[src/rtl/load_store_unit_pkg.sv]
// Shared definitions for the load/store unit: funct3 access codes and FSM state type.
package load_store_unit_pkg;

    localparam logic [2:0] F3_B  = 3'b000;
    localparam logic [2:0] F3_H  = 3'b001;
    localparam logic [2:0] F3_W  = 3'b010;
    localparam logic [2:0] F3_BU = 3'b100;
    localparam logic [2:0] F3_HU = 3'b101;

    typedef enum logic [1:0] {
        LSU_IDLE,
        LSU_REQ,
        LSU_RESP
    } lsu_state_t;

endpackage

[src/rtl/lsu_align.sv]
// Combinational lane logic: store byte strobes and replication, load lane select and extension, size/alignment legality.
module lsu_align
    import load_store_unit_pkg::*;
(
    input  logic [2:0]  funct3,
    input  logic [1:0]  addr_lo,
    input  logic [31:0] store_data,
    input  logic [31:0] mem_rdata,
    output logic [3:0]  wstrb,
    output logic [31:0] wdata,
    output logic [31:0] load_ext,
    output logic        legal
);

    logic signed [7:0]  byte_s;
    logic signed [15:0] half_s;

    always_comb begin
        wstrb    = 4'b0000;
        wdata    = store_data;
        load_ext = 32'h0;
        legal    = 1'b0;
        byte_s   = mem_rdata[8*addr_lo +: 8];
        half_s   = addr_lo[1] ? mem_rdata[31:16] : mem_rdata[15:0];

        // funct3[2] selects zero-extension; it never changes the lane choice
        case (funct3[1:0])
            2'b00: begin
                legal    = 1'b1;
                wstrb    = 4'b0001 << addr_lo;
                wdata    = {4{store_data[7:0]}};
                load_ext = funct3[2] ? {24'h0, byte_s} : 32'(byte_s);
            end
            2'b01: begin
                legal    = ~addr_lo[0];
                wstrb    = addr_lo[1] ? 4'b1100 : 4'b0011;
                wdata    = {2{store_data[15:0]}};
                load_ext = funct3[2] ? {16'h0, half_s} : 32'(half_s);
            end
            2'b10: begin
                legal    = (addr_lo == 2'b00);
                wstrb    = 4'b1111;
                wdata    = store_data;
                load_ext = mem_rdata;
            end
            default: begin
                legal = 1'b0;
            end
        endcase
    end

endmodule

[src/rtl/load_store_unit.sv]
// MEMORY-phase load/store engine: one word-aligned req/ready bus transfer per start, with timeout and error flags.
module load_store_unit
    import load_store_unit_pkg::*;
#(
    parameter int ADDR_WIDTH     = 32,
    parameter int TIMEOUT_CYCLES = 255
) (
    input  logic                  clk,
    input  logic                  rst,
    input  logic                  start,
    input  logic                  is_store,
    input  logic [2:0]            funct3,
    input  logic [ADDR_WIDTH-1:0] addr,
    input  logic [31:0]           store_data,
    output logic                  mem_req,
    output logic                  mem_we,
    output logic [ADDR_WIDTH-1:0] mem_addr,
    output logic [3:0]            mem_wstrb,
    output logic [31:0]           mem_wdata,
    input  logic                  mem_ready,
    input  logic [31:0]           mem_rdata,
    output logic                  done,
    output logic [31:0]           load_data,
    output logic                  misalign,
    output logic                  bus_err
);

    localparam int CNT_W = $clog2(TIMEOUT_CYCLES + 1);
    localparam logic [CNT_W-1:0] CNT_LAST = CNT_W'(TIMEOUT_CYCLES - 1);

    lsu_state_t       state;
    logic [2:0]       funct3_q;
    logic [1:0]       addr_lo_q;
    logic             is_store_q;
    logic [CNT_W-1:0] tmo_cnt;

    logic [2:0]  al_funct3;
    logic [1:0]  al_addr_lo;
    logic [3:0]  al_wstrb;
    logic [31:0] al_wdata;
    logic [31:0] al_load;
    logic        al_legal;
    logic        access_legal;

    // In IDLE the aligner sees the live request; afterwards it sees the latched one
    assign al_funct3    = (state == LSU_IDLE) ? funct3 : funct3_q;
    assign al_addr_lo   = (state == LSU_IDLE) ? addr[1:0] : addr_lo_q;
    assign access_legal = al_legal & ~(is_store & funct3[2]);

    lsu_align u_align (
        .funct3     (al_funct3),
        .addr_lo    (al_addr_lo),
        .store_data (store_data),
        .mem_rdata  (mem_rdata),
        .wstrb      (al_wstrb),
        .wdata      (al_wdata),
        .load_ext   (al_load),
        .legal      (al_legal)
    );

    always_ff @(posedge clk or posedge rst) begin
        if (rst) begin
            state      <= LSU_IDLE;
            funct3_q   <= 3'b000;
            addr_lo_q  <= 2'b00;
            is_store_q <= 1'b0;
            tmo_cnt    <= '0;
            mem_req    <= 1'b0;
            mem_we     <= 1'b0;
            mem_addr   <= '0;
            mem_wstrb  <= 4'b0000;
            mem_wdata  <= 32'h0;
            done       <= 1'b0;
            load_data  <= 32'h0;
            misalign   <= 1'b0;
            bus_err    <= 1'b0;
        end else begin
            done <= 1'b0;
            case (state)
                LSU_IDLE: begin
                    if (start) begin
                        funct3_q   <= funct3;
                        addr_lo_q  <= addr[1:0];
                        is_store_q <= is_store;
                        tmo_cnt    <= '0;
                        bus_err    <= 1'b0;
                        if (access_legal) begin
                            state     <= LSU_REQ;
                            misalign  <= 1'b0;
                            mem_req   <= 1'b1;
                            mem_we    <= is_store;
                            mem_addr  <= {addr[ADDR_WIDTH-1:2], 2'b00};
                            mem_wstrb <= is_store ? al_wstrb : 4'b0000;
                            mem_wdata <= is_store ? al_wdata : 32'h0;
                        end else begin
                            state    <= LSU_RESP;
                            misalign <= 1'b1;
                            done     <= 1'b1;
                        end
                    end
                end
                LSU_REQ: begin
                    // A ready arriving on the final allowed cycle still completes normally
                    if (mem_ready) begin
                        state     <= LSU_RESP;
                        done      <= 1'b1;
                        mem_req   <= 1'b0;
                        mem_we    <= 1'b0;
                        mem_wstrb <= 4'b0000;
                        if (!is_store_q) begin
                            load_data <= al_load;
                        end
                    end else if (tmo_cnt == CNT_LAST) begin
                        state     <= LSU_RESP;
                        done      <= 1'b1;
                        bus_err   <= 1'b1;
                        mem_req   <= 1'b0;
                        mem_we    <= 1'b0;
                        mem_wstrb <= 4'b0000;
                    end else begin
                        tmo_cnt <= tmo_cnt + CNT_W'(1);
                    end
                end
                LSU_RESP: begin
                    state <= LSU_IDLE;
                end
                default: begin
                    state <= LSU_IDLE;
                end
            endcase
        end
    end

endmodule
[config.mk]
export PLATFORM = sky130hd
export DESIGN_NAME = load_store_unit
export DESIGN_NICKNAME = d
export VERILOG_FILES = /design/src/rtl/load_store_unit_pkg.sv /design/src/rtl/lsu_align.sv /design/src/rtl/load_store_unit.sv
export SDC_FILE = /design/constraint.sdc
export NUM_CORES = 1
export LEC_CHECK = 0
export CAP_MARGIN = 10
export CORE_UTILIZATION = 60
export CTS_BUF_LIST = sky130_fd_sc_hd__clkbuf_2
export DETAILED_ROUTE_END_ITERATION = 10
export DONT_BUFFER_PORTS = 1
export PLACE_DENSITY = 0.76
export SLEW_MARGIN = 20
export SYNTH_ARGS = -nofsm -noshare
export SYNTH_HDL_FRONTEND = slang
export SYNTH_SLANG_ARGS = --single-unit
[constraint.sdc]
create_clock -name clk -period 4.4 [get_ports clk]
set_input_delay 0.22 -clock clk [delete_from_list [all_inputs] [get_ports clk]]
set_output_delay 0.22 -clock clk [all_outputs]
set_load 0.05 [all_outputs]
# == Word-level counts from Yosys, hierarchy flattened ==
# Index checks and enable logic that the tools add are counted.
# totals
regBits,119
latchBits,0
ramBits,0
mem_bits_ro,0
in_bits,104
output_inout_bits,105
elab_cells,86
mem_count,0
# op_classes
add_sub_neg,1
multipliers,0
div_mod_pow,0
order_cmp,0
eq_ne,10
n_shift,2
muxes,43
bitwise_logic,5
n_reduce_logical,11
# ops
cell,count
32-bit two-way mux,3
32-bit case mux with 3 select lines,1
32-bit case mux with 2 select lines,1
32-bit by 6-bit indexed part select with 8-bit output,1
4-bit two-way mux,6
8-bit two-way mux,3
16-bit two-way mux,1
8-bit case mux with 2 select lines,1
1-bit two-way mux,13
4-bit case mux with 3 select lines,1
4-bit AND reduction,3
2-bit two-way mux,5
"2-bit inequality test, second input constant",5
"8-bit by 1-bit adder with 8-bit output, second input constant",1
"8-bit equality test, second input constant",1
1-bit case mux with 2 select lines,4
4-bit case mux with 2 select lines,1
2-bit logical NOT,3
3-bit AND reduction,2
"2-bit by 1-bit equality test with 1-bit output, second input constant",2
2-bit case mux with 2 select lines,1
2-bit AND reduction,2
"1-bit by 2-bit left shift with 4-bit output, first input constant",1
3-bit two-way mux,1
6 further kinds,9

# == Depth between registers and ports, before layout ==
# Gate-level depths: netlist of the first run.
# depth
ltp_word,8
mapped_depth,8
ltp_nobuf,7

# == Cells and area by module ==
# From an unflattened synthesis of the first run, not the netlist that was laid out.
# unflattened
hier_cells,610
hier_area_um2,5938.2
# modules_own_cells
mod,n_inst,cells_each,area_each_um2,seq_area_each_um2
load_store_unit,1,442,4784.6,2977.9
lsu_align,1,168,1153.6,0.0

# == Worst setup path before layout of the first run ==
# No wires, ideal clock.
# synth_timing
path_type,flip-flop to flip-flop
start,register state[0]
end,register mem_addr[10]
setup_time_ns,0.125
arrival_ns,2.171
required_time_ns,4.275
setup_slack_ns,2.104
stages_incl_launch_ff,8
n_path_buf,2
synth_period_minus_slack_ns,2.296
path_cell_list,dfrtp_1 nor2_1 mux2_1 a311o_1 a221o_1 buf_6 buf_12 mux2_4
# synth_between
elab_chain_len,6
word_cells_on_any_way,11
classes_between,eq/ne: 2; mux: 3; bitwise: 2; reduce/logical: 4
# synth_rtl
item,line,source
from (decl),load_store_unit.sv:31,lsu_state_t state;
from (signal assigned),load_store_unit.sv:63,state <= LSU_IDLE;
from (signal assigned),load_store_unit.sv:88,state <= LSU_REQ;
from (signal assigned),load_store_unit.sv:96,state <= LSU_RESP;
2-bit logical NOT *,"load_store_unit.sv:46, load_store_unit.sv:47, load_store_unit.sv:79",
3-bit two-way mux / 2-bit two-way mux (equally long branches),"load_store_unit.sv:46, load_store_unit.sv:47",
"2-bit equality test, or another cell as far along",lsu_align.sv:27,case (funct3[1:0])
1-bit case mux with 3 select lines,lsu_align.sv:27,
1-bit bitwise AND,load_store_unit.sv:48,assign access_legal = al_legal & ~(is_store & funct3[2]);
3-bit AND reduction (no line) *,-,
to (signal assigned),load_store_unit.sv:92,"mem_addr <= {addr[ADDR_WIDTH-1:2], 2'b00};"
to (decl),load_store_unit.sv:17,"output logic [ADDR_WIDTH-1:0] mem_addr,"
# Every way passes the cells marked *; elsewhere a longest branch is shown, timed or not.
# A chain may end at the register's enable or synchronous reset.

# == Worst setup path after layout of the first run ==
# layout_timing
start,register state[0]
end,register mem_addr[8]
# The elaborated chain is that of the path after synthesis.

==> results of run 1 <==
## worst paths after layout
| kind | slack [ns] | depth (start not counted) | from | endpoint |
|---|---|---|---|---|
| worst min-delay path | 0.04 | 4 | mem_rdata[31] | load_data[7]$_DFFE_PP0P_ |
| min in group asynchronous | 0.13 | 2 | rst | load_data[5]$_DFFE_PP0P_ |
| worst max register to register | 1.11 | 6 | state[0]$_DFFE_PP0P_ | mem_addr[8]$_DFFE_PP0P_ |
| max in group asynchronous | 3.27 | 3 | rst | tmo_cnt[7]$_DFFE_PP0P_ |
| worst max-delay path | 1.11 | 6 | state[0]$_DFFE_PP0P_ | mem_addr[8]$_DFFE_PP0P_ |
| worst min register to register | 0.52 | 2 | is_store_q$_DFFE_PP0P_ | is_store_q$_DFFE_PP0P_ |
## worst max-delay path, delay by kind of cell (launching register included)
| kind | cells | cell delay (ns) |
|---|---|---|
| AND/OR/NAND/NOR | 1 | 0.21 |
| buffers and inverters | 1 | 0.42 |
| flip-flops | 1 | 0.52 |
| AO/OA/AOI/OAI | 2 | 1.09 |
| multiplexers | 2 | 0.90 |
## power groups by stage
stage	Combinational [mW]	Clock (mW)	Sequential (mW)
3_3_place_gp	1.75	0	3.48
4_1_cts	1.95	0.831	3.48
5_1_grt	2.17	0.887	3.56
6_report	2.03	0.839	3.51
3_5_place_dp	1.80	0	3.50
2_1_floorplan	1.65	0	3.33
## registers in the layout (all words and copies together), names as in the netlist
signal      count
bus_err         1
state           2
tmo_cnt         8
mem_wdata      32
misalign        1
done            1
load_data      32
mem_addr       30
addr_lo_q       2
mem_we          1
mem_req         1
funct3_q        3
is_store_q      1
mem_wstrb       4
## placed cells by master, fill, tap and decap left out, types with 7 or more instances in the layout
| cell | n |
|---|---|
| clkbuf_2 | 19 |
| nand2_1 | 64 |
| mux2i_1 | 36 |
| o22ai_1 | 7 |
| mux2_4 | 54 |
| a21oi_1 | 22 |
| inv_1 | 11 |
| dfrtp_1 | 119 |
| o21ai_0 | 19 |
| o211ai_1 | 9 |
| a211o_1 | 8 |
| a221o_1 | 16 |
| a22oi_1 | 9 |
| nor2_1 | 32 |
| dlygate4sd3_1 | 112 |
## repair_timing
| item | in CTS | in global routing |
|---|---|---|
| hold buffers | 112 | 0 |
| setup endpoints to repair | 0 | 0 |
| hold endpoints to repair | 199 | 0 |
## synth_stat cells (9+ instances only)
| cell type | instances | area share (%) |
|---|---|---|
| nand2_1 | 64 | 3.9 |
| inv_1 | 12 | 0.74 |
| dfrtp_1 | 119 | 49 |
| o211ai_1 | 9 | 1.1 |
| mux2_4 | 54 | 13 |
| a22oi_1 | 9 | 1.1 |
| o21ai_0 | 19 | 1.6 |
| mux2i_1 | 37 | 6.1 |
| nor2_1 | 33 | 2.0 |
| a21oi_1 | 22 | 1.8 |
| a221o_1 | 17 | 2.8 |
| clkbuf_1 | 20 | 1.2 |
## cell type report
type                            count  area, um^2
Clock buffer                       19        95.1
Sequential cell                   119        2980
Fill cell                         633        2330
Clock inverter                     12         183
Tap cell                          133         166
Timing Repair Buffer              118        1170
Inverter                           13        53.8
Multi-Input combinational cell    359        2840
## metal layers
| metal | part of all wire (%) | wire, um | up-vias | global-route usage (%) |
|---|---|---|---|---|
| met1 | 39 | 7070 | 2439 | 42.2 |
| li1 | - | - | 2126 | - |
| met2 | 48 | 8760 | 292 | 56.4 |
| met4 | 3.5 | 639 | 0 | 16.8 |
| met5 | 0 | 0 | - | 1.92 |
| met3 | 10 | 1860 | 63 | 13.5 |
## cell families (layout without fill, tap and decap cells)
| family | count (synthesis) | after routing |
|---|---|---|
| DFF | 119 | 119 |
| other | 1 | 2 |
| adders and majority gates | 2 | 2 |
| AOI/OAI and AO/OA | 119 | 119 |
| and+or+nand+nor | 135 | 135 |
| buffers and inverters | 48 | 162 |
| muxes | 95 | 95 |
| xor gates and xnor gates | 6 | 6 |
## metrics by stage
step	setup WS, ns	std cells	instance area (um^2)	power [mW]
6_report	1.11	773	7480	6.38
5_1_grt	1.05	773	7480	6.62
4_1_cts	1.21	773	7470	6.25
3_5_place_dp	1.24	630	6070	5.30
3_3_place_gp	1.29	630	6070	5.23
2_1_floorplan	1.02	526	6100	4.98
==> impl_metrics.csv, run 1 <==
group,metric,value,unit
sta,whs,0.0388,ns
power_and_ir_drop,ir_drop,597,uV
power_and_ir_drop,p_clk_share,13.2,%
layout,final_util,76.2,%
sta,setup_viol,0,
global_route,antenna_found_initial,0,
logic_synthesis,synthAdderAreaFrac,0.410,%
detailed_routing,drcViolationCount,0,
cts,post_cts_buffers,0,
logic_synthesis,synthCells,525,
place,dp_hpwl,10500,um
logic_synthesis,ys_types,58,
power_and_ir_drop,p_switching,3.40,mW
cts,cts_sinks,119,
detailed_routing,viasPerCell,6.36,
logic_synthesis,ys_ff_latch,119,
global_route,first_global_vias,5075,
global_route,grt_overflow_total,0,
place,io_buffers,0,
sta,maxSlewHeadroom,34.2,%
flow_run,cap_violations,0,
critical_path,end_kind,"flip-flop",
logic_synthesis,synthArstFlopShare,100,%
cts,cts_max_level,4,
layout,drive_above_1_share,15.8,%
logic_synthesis,syn_area_per_cell,11.6,um^2
cts,clk_pin_slew,0.19,ns
critical_path,slowest_delay,0.66,ns
power_and_ir_drop,pwr-share-comb,31.8,%
critical_path,required,4.98,ns
sta,tns,0,ns
sta,drv_slew,0,
outcome,status,"complete, no violations",
layout,fin_nets,734,
logic_synthesis,synth_edf_count,0,
sta,timing.final.crit_share,74.7,%
critical_path,slowest_stage,"a221o_4",
floorplanning,dieHeight,103,um
critical_path,path_cells,"nor2_1 -> mux2_1 -> a311o_1 -> a221o_4 -> buf_4 -> mux2_4",
logic_synthesis,synth-simple-area-share,10.1,%
detailed_routing,drt-total-wl,18300,um
logic_synthesis,synth-compound-area-share,14.3,%
detailed_routing,first_pass_iters,7,
global_route,grt_util_all_layers,35.3,%
power_and_ir_drop,p_seq_share,55.1,%
cts,cts_buffers,17,
layout,area_growth,22.8,%
place,gp_congestion,0.926,
sta,skew,0.0419,ns
cts,insertion_delay,0.72,ns
power_and_ir_drop,internal_power,2.99,mW
sta,min_period,3.29,ns
logic_synthesis,syn_area,6100,um^2
floorplanning,die_area,10600,um^2
cts,root_buffer,"clkbuf_2",
sta,worst_pin_slew,0.968,ns
cts,cts.path.max_buffers,2,
logic_synthesis,synth_seq_area_share,48.8,%
detailed_routing,drt_iter0_markers,251,
sta,rsz0062_at_grt,"no",
floorplanning,start_util,62.1,%
cts,cts_tree,"yes",
global_route,grt_pass1_wl,27600,um
sta,final_hold_viol_count,0,
floorplanning,ios,209,
cts,cts-resized-gates,0,
logic_synthesis,synthXorXnorAreaFrac,0.862,%
logic_synthesis,synth_warnings,0,
floorplanning,die_x,103,um
sta,max_freq,304,MHz
critical_path,start_kind,"flip-flop",
power_and_ir_drop,power.density,853,nW/um^2
critical_path,crit_type,"reg2reg",
critical_path,crit_arrival,3.87,ns
detailed_routing,wire_per_inst,23.7,um
logic_synthesis,synth_ff_type,"dfrtp_1",
logic_synthesis,synth_top_family_by_area,"multiplexers",
power_and_ir_drop,leakage,3.55,nW
detailed_routing,vias,4920,
layout,diodes,0,
logic_synthesis,synthMuxAreaShare,20.3,%
hold_path,hp-class,"in2reg",
floorplanning,rows,36,
power_and_ir_drop,switching_share,53.2,%
critical_path,worstPathMaxFanout,45,
detailed_routing,ant_nets,0,
global_route,grt_max_degree,83,
floorplanning,core,9820,um^2
Note: power is estimated with default switching activity, not from simulation.
==> run 2, diff against run 1 <==
- PLACE_DENSITY: 0.76 -> 0.79
- clock period: 4.4 -> 2.7 ns (I/O delays scaled with it)
==> run 2 against run 1 <==
Critical endpoint is now mem_wdata[11]$_DFFE_PP0P_; combinational power up 81%; setup slack got worse by 1.0 ns; register-to-register slack got worse by 1.0 ns; global-route usage rose by 1.9 points; clock-buffer cell count fell by 1.
==> impl_metrics.csv, run 2 (synthesis gave the netlist of run 1 again) <==
group,metric,value,unit
sta,min_period,2.60,ns
critical_path,cp_top_family,"buffers and inverters",
layout,final_common_cell,"dlygate4sd3_1",
sta,worst_pin_slew,0.799,ns
sta,skew,0.0250,ns
critical_path,path_cells,"buf_4 -> or4_1 -> o31ai_2 -> buf_6 -> mux2i_1 -> dlygate4sd3_1 -> nor2_1 -> mux2_4",
place,place_inst,647,
cts,cts.path.max_buffers,2,
floorplanning,core,9820,um^2
place,io_buffers,0,
global_route,grt_pass1_wl,29000,um
critical_path,start_kind,"flip-flop",
detailed_routing,drcViolationCount,0,
layout,top_regs,"load_data x32, mem_wdata x32, mem_addr x30",
detailed_routing,viasPerCell,6.45,
sta,maxSlewHeadroom,46.5,%
detailed_routing,vias,5151,
detailed_routing,drt-total-wl,18700,um
sta,final_hold_viol_count,0,
floorplanning,ios,209,
cts,cts_max_level,4,
place,gp_congestion,0.850,
floorplanning,die_x,103,um
layout,drive_above_1_share,18.0,%
cts,cts_buffers,17,
cts,cts_tree,"yes",
floorplanning,start_util,62.1,%
cts,root_buffer,"clkbuf_2",
flow_run,cap_violations,0,
cts,clk_pin_slew,0.18,ns
detailed_routing,ant_nets,0,
layout,regArea,2980,um^2
layout,fin_nets,761,
place,dp_hpwl,10700,um
global_route,grt_overflow_total,0,
floorplanning,rows,36,
global_route,grt_max_degree,68,
cts,cts_sinks,119,
critical_path,required,3.28,ns
power_and_ir_drop,ir_drop,724,uV
floorplanning,dieHeight,103,um
critical_path,slowest_stage,"dlygate4sd3_1",
critical_path,critPathBufInv,3,
critical_path,crit_type,"reg2reg",
detailed_routing,drt_iter0_markers,366,
layout,fin_cells,799,
critical_path,end_kind,"flip-flop",
layout,fillers,611,
global_route,antenna_found_initial,0,
sta,setup_viol,0,
sta,timing.final.crit_share,96.4,%
layout,area_growth,26.4,%
sta,max_freq,384,MHz
global_route,grt_util_all_layers,37.2,%
outcome,status,"complete, no violations",
power_and_ir_drop,leakage,3.68,nW
layout,diodes,0,
hold_path,hp-class,"in2reg",
critical_path,slowest_delay,0.58,ns
critical_path,worstPathMaxFanout,11,
layout,final_cell_mix,"120 x dlygate4sd3_1, 119 x dfrtp_1, 64 x nand2_1",
sta,tns,0,ns
global_route,first_global_vias,5212,
detailed_routing,first_pass_iters,7,
cts,insertion_delay,0.67,ns
sta,rsz0062_at_grt,"no",
place,placed_area,6250,um^2
power_and_ir_drop,power.density,1360,nW/um^2
layout,multi_input_area,2840,um^2
critical_path,crit_arrival,3.18,ns
layout,fin_area,7710,um^2
floorplanning,die_area,10600,um^2
detailed_routing,wire_per_inst,23.5,um
sta,drv_slew,0,
==> run 2: cell types whose count changed in the layout (fill, tap and decap cells not counted), sizes merged <==
cell         delta
buf            +19
bufinv          -2
clkbuf          -1
clkinv          +1
clkinvlp        +2
dlygate4sd3     +8
inv             -1
==> run 2: path summary, 6_finish.rpt <==
check / start / to / slack (ns) / cells after the start
min in group asynchronous: rst / load_data[1]$_DFFE_PP0P_ / 0.57 / 4
setup reg to reg: state[0]$_DFFE_PP0P_ / mem_wdata[11]$_DFFE_PP0P_ / 0.1 / 8
setup / recovery: state[0]$_DFFE_PP0P_ / mem_wdata[11]$_DFFE_PP0P_ / 0.1 / 8
hold reg to reg: is_store_q$_DFFE_PP0P_ / is_store_q$_DFFE_PP0P_ / 0.52 / 2
max in group asynchronous: rst / mem_addr[26]$_DFFE_PP0P_ / 1.55 / 4
hold / removal: funct3[1] / done$_DFF_PP0_ / 0.04 / 4
==> run 2: cell type report <==
| type | instances | share of cell area (%) |
|---|---|---|
| tap | 133 | 2.16 |
| sequential | 119 | 38.6 |
| clock buffer | 18 | 1.17 |
| timing repair buffer | 145 | 18.7 |
| multi-input combinational | 359 | 36.9 |
| inverter | 13 | 0.682 |
| clock inverter | 12 | 1.77 |
==> run 2: metrics by stage <==
step	worst slack, ns	power, mW	utilization (%)	hold WS [ns]
after floorplan	0.404	8.11	-	0.240
after global placement	0.352	8.69	63.7	0.143
after detailed placement	0.308	8.83	63.7	0.148
after CTS	0.0642	10.2	78.0	0.00751
after global routing	0.0366	11.0	78.5	0.0160
final	0.0968	10.5	78.5	0.0445
==> run 2: per-layer routing <==
| layer | up-vias | part of all wire, % | track usage [%] |
|---|---|---|---|
| li1 | 2185 | - | - |
| met1 | 2537 | 37 | 45.4 |
| met2 | 363 | 48 | 59.0 |
| met3 | 66 | 11 | 13.4 |
| met4 | 0 | 3.3 | 18.0 |
| met5 | - | 0 | 0 |
==> run 2: timing repair <==
item / in CTS / in global routing
gates resized for setup: 0 / 2
endpoints found under the setup margin: 0 / 9
setup buffers: 0 / 2
hold buffers: 118 / 2
hold endpoints to repair: 238 / 8
==> run 2: worst register-to-register path: stages, from the launching register on <==
cell           delay (ns)
dfrtp_1              0.43
buf_4                0.18
or4_1                0.49
o31ai_2              0.12
buf_6                0.19
mux2i_1              0.19
dlygate4sd3_1        0.58
nor2_1               0.06
mux2_4               0.29
==> run 2: power breakdown <==
part           internal [mW]  leakage (nW)  switching [mW]
sequential              2.50          1.50            3.19
combinational           1.91          2.04            1.76
clock                  0.493         0.138           0.668
total                   4.90          3.68            5.62
